## src/rtl/vga_sync_gen.sv

```systemverilog
// VGA timing generator: pixel-rate divider, horizontal/vertical counters,
// registered active-low syncs. Optional frame pulse/counter via VGA_FRAME_CNT_EN.
module vga_sync_gen #(
  parameter int CLK_DIV   = 4,
  parameter int H_DISPLAY = 640,
  parameter int H_FRONT   = 16,
  parameter int H_SYNC    = 96,
  parameter int H_BACK    = 48,
  parameter int V_DISPLAY = 480,
  parameter int V_FRONT   = 10,
  parameter int V_SYNC    = 2,
  parameter int V_BACK    = 33
) (
  input  logic       clk,
  input  logic       reset,
  output logic       hsync,
  output logic       vsync,
  output logic       video_on,
  output logic       p_tick,
  output logic [9:0] pixel_x,
  output logic [9:0] pixel_y
`ifdef VGA_FRAME_CNT_EN
  ,
  output logic       frame_tick,
  output logic [7:0] frame_cnt
`endif
);

  localparam int H_TOTAL = H_DISPLAY + H_FRONT + H_SYNC + H_BACK;
  localparam int V_TOTAL = V_DISPLAY + V_FRONT + V_SYNC + V_BACK;
  localparam int DIV_W   = $clog2(CLK_DIV);

  localparam logic [DIV_W-1:0] DIV_LAST = DIV_W'(CLK_DIV - 1);
  localparam logic [9:0] H_LAST   = 10'(H_TOTAL - 1);
  localparam logic [9:0] V_LAST   = 10'(V_TOTAL - 1);
  localparam logic [9:0] H_DISP   = 10'(H_DISPLAY);
  localparam logic [9:0] V_DISP   = 10'(V_DISPLAY);
  localparam logic [9:0] HS_FIRST = 10'(H_DISPLAY + H_FRONT);
  localparam logic [9:0] HS_LAST  = 10'(H_DISPLAY + H_FRONT + H_SYNC - 1);
  localparam logic [9:0] VS_FIRST = 10'(V_DISPLAY + V_FRONT);
  localparam logic [9:0] VS_LAST  = 10'(V_DISPLAY + V_FRONT + V_SYNC - 1);

  logic [DIV_W-1:0] r_div;
  logic [9:0]       r_x;
  logic [9:0]       r_y;
  logic             r_hsync;
  logic             r_vsync;

  logic             w_tick;
  logic             w_h_end;
  logic             w_v_end;
  logic [9:0]       w_x_next;
  logic [9:0]       w_y_next;

  assign w_tick  = (r_div == DIV_LAST);
  assign w_h_end = (r_x == H_LAST);
  assign w_v_end = (r_y == V_LAST);

  // Next-state counters feed both the counter registers and the sync decode,
  // so syncs change on the very edge the counters do.
  always_comb begin
    w_x_next = r_x;
    w_y_next = r_y;
    if (w_tick) begin
      if (w_h_end) begin
        w_x_next = '0;
        if (w_v_end) begin
          w_y_next = '0;
        end else if (r_y < V_LAST) begin
          w_y_next = r_y + 10'd1;
        end
      end else if (r_x < H_LAST) begin
        w_x_next = r_x + 10'd1;
      end
    end
  end

  always_ff @(posedge clk) begin
    if (reset) begin
      r_div   <= '0;
      r_x     <= '0;
      r_y     <= '0;
      r_hsync <= 1'b1;
      r_vsync <= 1'b1;
    end else begin
      r_div   <= w_tick ? '0 : r_div + 1'b1;
      r_x     <= w_x_next;
      r_y     <= w_y_next;
      r_hsync <= ~((w_x_next >= HS_FIRST) && (w_x_next <= HS_LAST));
      r_vsync <= ~((w_y_next >= VS_FIRST) && (w_y_next <= VS_LAST));
    end
  end

  assign hsync    = r_hsync;
  assign vsync    = r_vsync;
  assign p_tick   = w_tick;
  assign pixel_x  = r_x;
  assign pixel_y  = r_y;
  assign video_on = (r_x < H_DISP) && (r_y < V_DISP);

`ifdef VGA_FRAME_CNT_EN
  logic       r_frame_tick;
  logic [7:0] r_frame_cnt;
  logic       w_frame_wrap;

  assign w_frame_wrap = w_tick && w_h_end && w_v_end;

  always_ff @(posedge clk) begin
    if (reset) begin
      r_frame_tick <= 1'b0;
      r_frame_cnt  <= '0;
    end else begin
      r_frame_tick <= w_frame_wrap;
      if (w_frame_wrap) begin
        r_frame_cnt <= r_frame_cnt + 8'd1;
      end
    end
  end

  assign frame_tick = r_frame_tick;
  assign frame_cnt  = r_frame_cnt;
`endif

endmodule

```

## config.mk

```make
export PLATFORM = sky130hd
export DESIGN_NAME = vga_sync_gen
export DESIGN_NICKNAME = d
export VERILOG_FILES = /design/src/rtl/vga_sync_gen.sv
export SDC_FILE = /design/constraint.sdc
export NUM_CORES = 1
export LEC_CHECK = 0
export ABC_AREA = 1
export CORE_MARGIN = 10
export CORE_UTILIZATION = 44
export CTS_CLUSTER_SIZE = 10
export DETAILED_ROUTE_END_ITERATION = 10
export GPL_TIMING_DRIVEN = 0
export HOLD_SLACK_MARGIN = 0.05
export PLACE_DENSITY = 0.68
export RECOVER_POWER = 25
export SLEW_MARGIN = 20
export SYNTH_ARGS = -nofsm -noshare
export SYNTH_HDL_FRONTEND = slang
export SYNTH_SLANG_ARGS = --single-unit
```

## constraint.sdc

```tcl
create_clock -name clk -period 2.4 [get_ports clk]
set_clock_uncertainty 0.2 [all_clocks]
set_input_delay 0.36 -clock clk [delete_from_list [all_inputs] [get_ports clk]]
set_output_delay 0.36 -clock clk [all_outputs]
set_load 0.01 [all_outputs]
```

==> results.md <==
- Top flip-flop cell by instance count after synthesis: dfxtp_1
- Die Outline Area: 6210 µm²
- Root buffer cell: clkbuf_4
- Std-Cell Core Area: 3340 µm²
- Maximum buffer depth of the clock tree: 2
- Vias after detailed routing: about 1,600
- RePlAce Congestion: ~0.87
- Initial Utilization: a little under half
- Clock Pin Slew Worst Setup and Hold Paths: 0.13 ns
- Most frequent cells after synthesis: nand2_1, inv_1, nor2_1, dfxtp_1, nand3_1
- Worst reg-to-reg setup slack: 0.24 ns
- Maximum clock rate: approximately 0.46 GHz
- Number of setup violations in the final report: 0
- Aggregate routed wire length: 3910 µm
- Top-count cell post-synth: nand2_1
- Slack of the critical path: approximately 0.24 ns
- Cell row count: 21
- Net switching power: ~170 µW
- Number of DRC markers after the initial detailed-route iteration: 55
- Cell total after placement: 309
- Proportion of register bits with asynchronous set or reset after synthesis: 0%
- Count of flip-flops with a built-in enable after synthesis: 0
- Critical Path Fanout Max: 8
- Remaining global-route overflow: 0
- Register bit count reported by yosys: 24
- Required time at the worst-slack endpoint: 2.41 ns
- WP data arrival: between 2 and 2.5 ns
- Register-to-Register Path Depth: 12
- Maximum level of the CTS H-tree: 1
- Total of hold buffers inserted after clock tree synthesis: 0
- Startpoint type of the worst setup path: flip-flop
- Router iterations before antenna repair: 4
- Share of power burned in the clock network: 30.7%
- Share of synthesized area occupied by flip-flops and latches: about a third
- Cell types with the largest area share after synthesis: dfxtp_1, nand2_1, inv_1
- Wire length of the first global-routing pass: about 6900 µm
- Fill cell instance count of the final layout: about 360
- HPWL after detailed placement: 3050 µm
- Largest net degree at the start of global routing: 14
- Max-cap violations: 0
- Count of antenna diodes in the layout: 0
- Part of the power in registers: 59.3%
- Skew-Pair Late Insertion Delay: approximately 0.31 ns
- Post-DR vias/cell: approximately 5
- Slew at the pin closest to its max-slew limit: 0.571 ns
- Endpoint of the worst register-to-register path: vsync
- Final ANT Viol Nets: 0
- Wire length per cell after detailed routing: roughly 12 µm
- CTS tree: done
- Unrepaired setup endpoints after global routing: no
- Pwr dens: between 300 and 400 nW/µm²
- Total of warnings raised by yosys: 0
- Switching part of the total: between 20% and 30%
- Hold Violations, Final: 0
- Setup TNS after final layout: 0 ns
- Final cell count without fillers: around 310
- Largest area contributor in the netlist: dfxtp_1
- Outcome: finished clean
- VDD IR-drop max: 0.224 mV
- Share of the synthesized area in the top cell type: about a third
- Setup Buffers After CTS: 0
- Number of antenna violations at the first check in global routing: 0
- Share of layout cells above drive strength 1: between 5 and 6%
- Class of the worst hold path: reg -> reg
- Crit path kind: reg -> reg
- Die extent in x: between 70 and 80 µm
- Fin. max-slew vios: 0
- Placement Setup Slack: about 0.21 ns
- Leakage power summed over all cells: 0.000834 µW
- Beginning of the worst register-to-register path: pixel_x[1]
- Final critical-path share of the clock period: between 90 and 100%
- Synthesized area per cell: around 6.4 µm²
- Layout Area Growth over Synthesis: 22.8%
- Via count of the first global-routing pass: approximately 1,600
- Library cells used by synthesis: 29
- Minimum period implied by the final worst setup slack: around 2.2 ns
- Total standard cell area after synthesis: between 1500 and 2000 µm²
- Number of buffers inserted by port buffering: 25
- Num Clock Sinks: 24
- Top Ports: 26
- Internal power: between 500 and 600 µW
- Launch point of the worst path: pixel_x[1]
- Die height: 78.8 µm
- Num CTS Buffers: 3
- Worst slew slack as a fraction of its limit: 61.9%
- Overall routing resource usage: between 10% and 20%
- Synth Net Count: roughly 240
- Fin nets: between 200 and 300
- Combinational share of power: ~10%
- Startpoint of the tightest hold check path: r_div[0]
- Type of element capturing the critical path: flip-flop
- Number of standard cells after synthesis: 238
- Worst Setup EP: vsync
- Remaining routing DRC violations: 0
[registers in the layout (all words and copies together), names as in the netlist]
name	flops
hsync	1
vsync	1
r_div	2
pixel_x	10
pixel_y	10
[placed cells by master, fill, tap and decap left out]
master / instances
a2111oi_1: 1
a211oi_1: 1
a21oi_1: 7
and2_0: 1
and2_1: 1
buf_6: 1
clkbuf_1: 2
clkbuf_4: 3
clkbuf_8: 1
clkdlybuf4s50_1: 15
dfxtp_1: 24
dlygate4sd2_1: 1
dlygate4sd3_1: 9
ha_1: 4
inv_1: 36
inv_2: 1
nand2_1: 61
nand2_2: 2
nand2_4: 1
nand3_1: 22
nand3b_1: 1
nand4_1: 11
nor2_1: 31
nor2_2: 3
nor2_4: 1
nor2_8: 1
nor3_1: 7
nor3_4: 1
nor3b_1: 1
nor4_1: 5
o21a_1: 2
o21ai_0: 4
o21ai_2: 1
o21bai_1: 1
xor2_1: 3
[routing by layer]
| layer | vias up | track usage [%] | wire [µm] |
|---|---|---|---|
| met5 | - | 0 | 0 |
| met4 | 0 | 4.84 | 93 |
| met3 | 10 | 4.05 | 267 |
| met2 | 33 | 23.3 | 1880 |
| met1 | 692 | 14.2 | 1670 |
| li1 | 828 | - | - |
[power by group through the flow]
stage          Combinational, µW  Clock (µW)  Sequential, µW
4_1_cts                     72.6         228             414
3_3_place_gp                71.8           0             423
3_5_place_dp                72.4           0             423
5_1_grt                     79.9         238             416
2_1_floorplan               44.4           0             424
6_report                    70.2         214             414
[layout make-up]
type | instances | area [µm²] | share of cell area [%]
clock buffer | 4 | 36.3 | 1.94
tap | 46 | 57.6 | 3.08
inverter | 37 | 139 | 7.43
sequential | 24 | 480 | 25.7
buffer | 3 | 18.8 | 1.00
multi-input combinational | 174 | 888 | 47.5
timing repair buffer | 25 | 249 | 13.3
[critical path: stages (launching register included)]
cell	delay [ns]
dfxtp_1	0.41
ha_1	0.18
nand3_1	0.17
nor2_2	0.21
nand2_4	0.11
nor2_8	0.16
nand3_1	0.09
nand2_1	0.08
inv_1	0.05
nor2_1	0.16
nand2_1	0.08
nor2_1	0.09
nand3_1	0.08
[through the flow]
step                      utilization [%]  hold slack (ns)  cell area (µm²)  total power, µW
after floorplan                         -            0.204             1520              469
after CTS                            55.9            0.245             1870              715
after global placement               54.9            0.220             1830              495
final                                56.0            0.245             1870              699
after global routing                 56.0            0.270             1870              733
after detailed placement             54.9            0.218             1830              495
[cells by family (layout without fill, tap and decap cells)]
logic type / after synthesis / in the layout / synth area share, %
compound gates: 17 / 17 / 6.74
simple gates: 150 / 150 / 46.3
flops: 24 / 24 / 31.6
xor+xnor: 3 / 3 / 1.73
fa+ha+maj: 4 / 4 / 3.29
buf+inv: 40 / 69 / 10.4
[repair_timing]
item	in CTS	in global routing
setup endpoints to repair	1	1
resized for setup	2	1
cloned	0	0
hold endpoints to repair	0	0
[worst min-delay path by stage]
| stage | to | slack (ns) | cells after the start |
|---|---|---|---|
| 2_1_floorplan | r_div[0] | 0.20 | 1 |
| 3_3_place_gp | r_div[0] | 0.22 | 1 |
| 3_5_place_dp | r_div[0] | 0.22 | 1 |
| 4_1_cts | r_div[0] | 0.24 | 1 |
| 5_1_grt | r_div[0] | 0.27 | 1 |
| 6_report | r_div[0] | 0.24 | 1 |
Note: power is estimated with default switching activity, not from simulation.
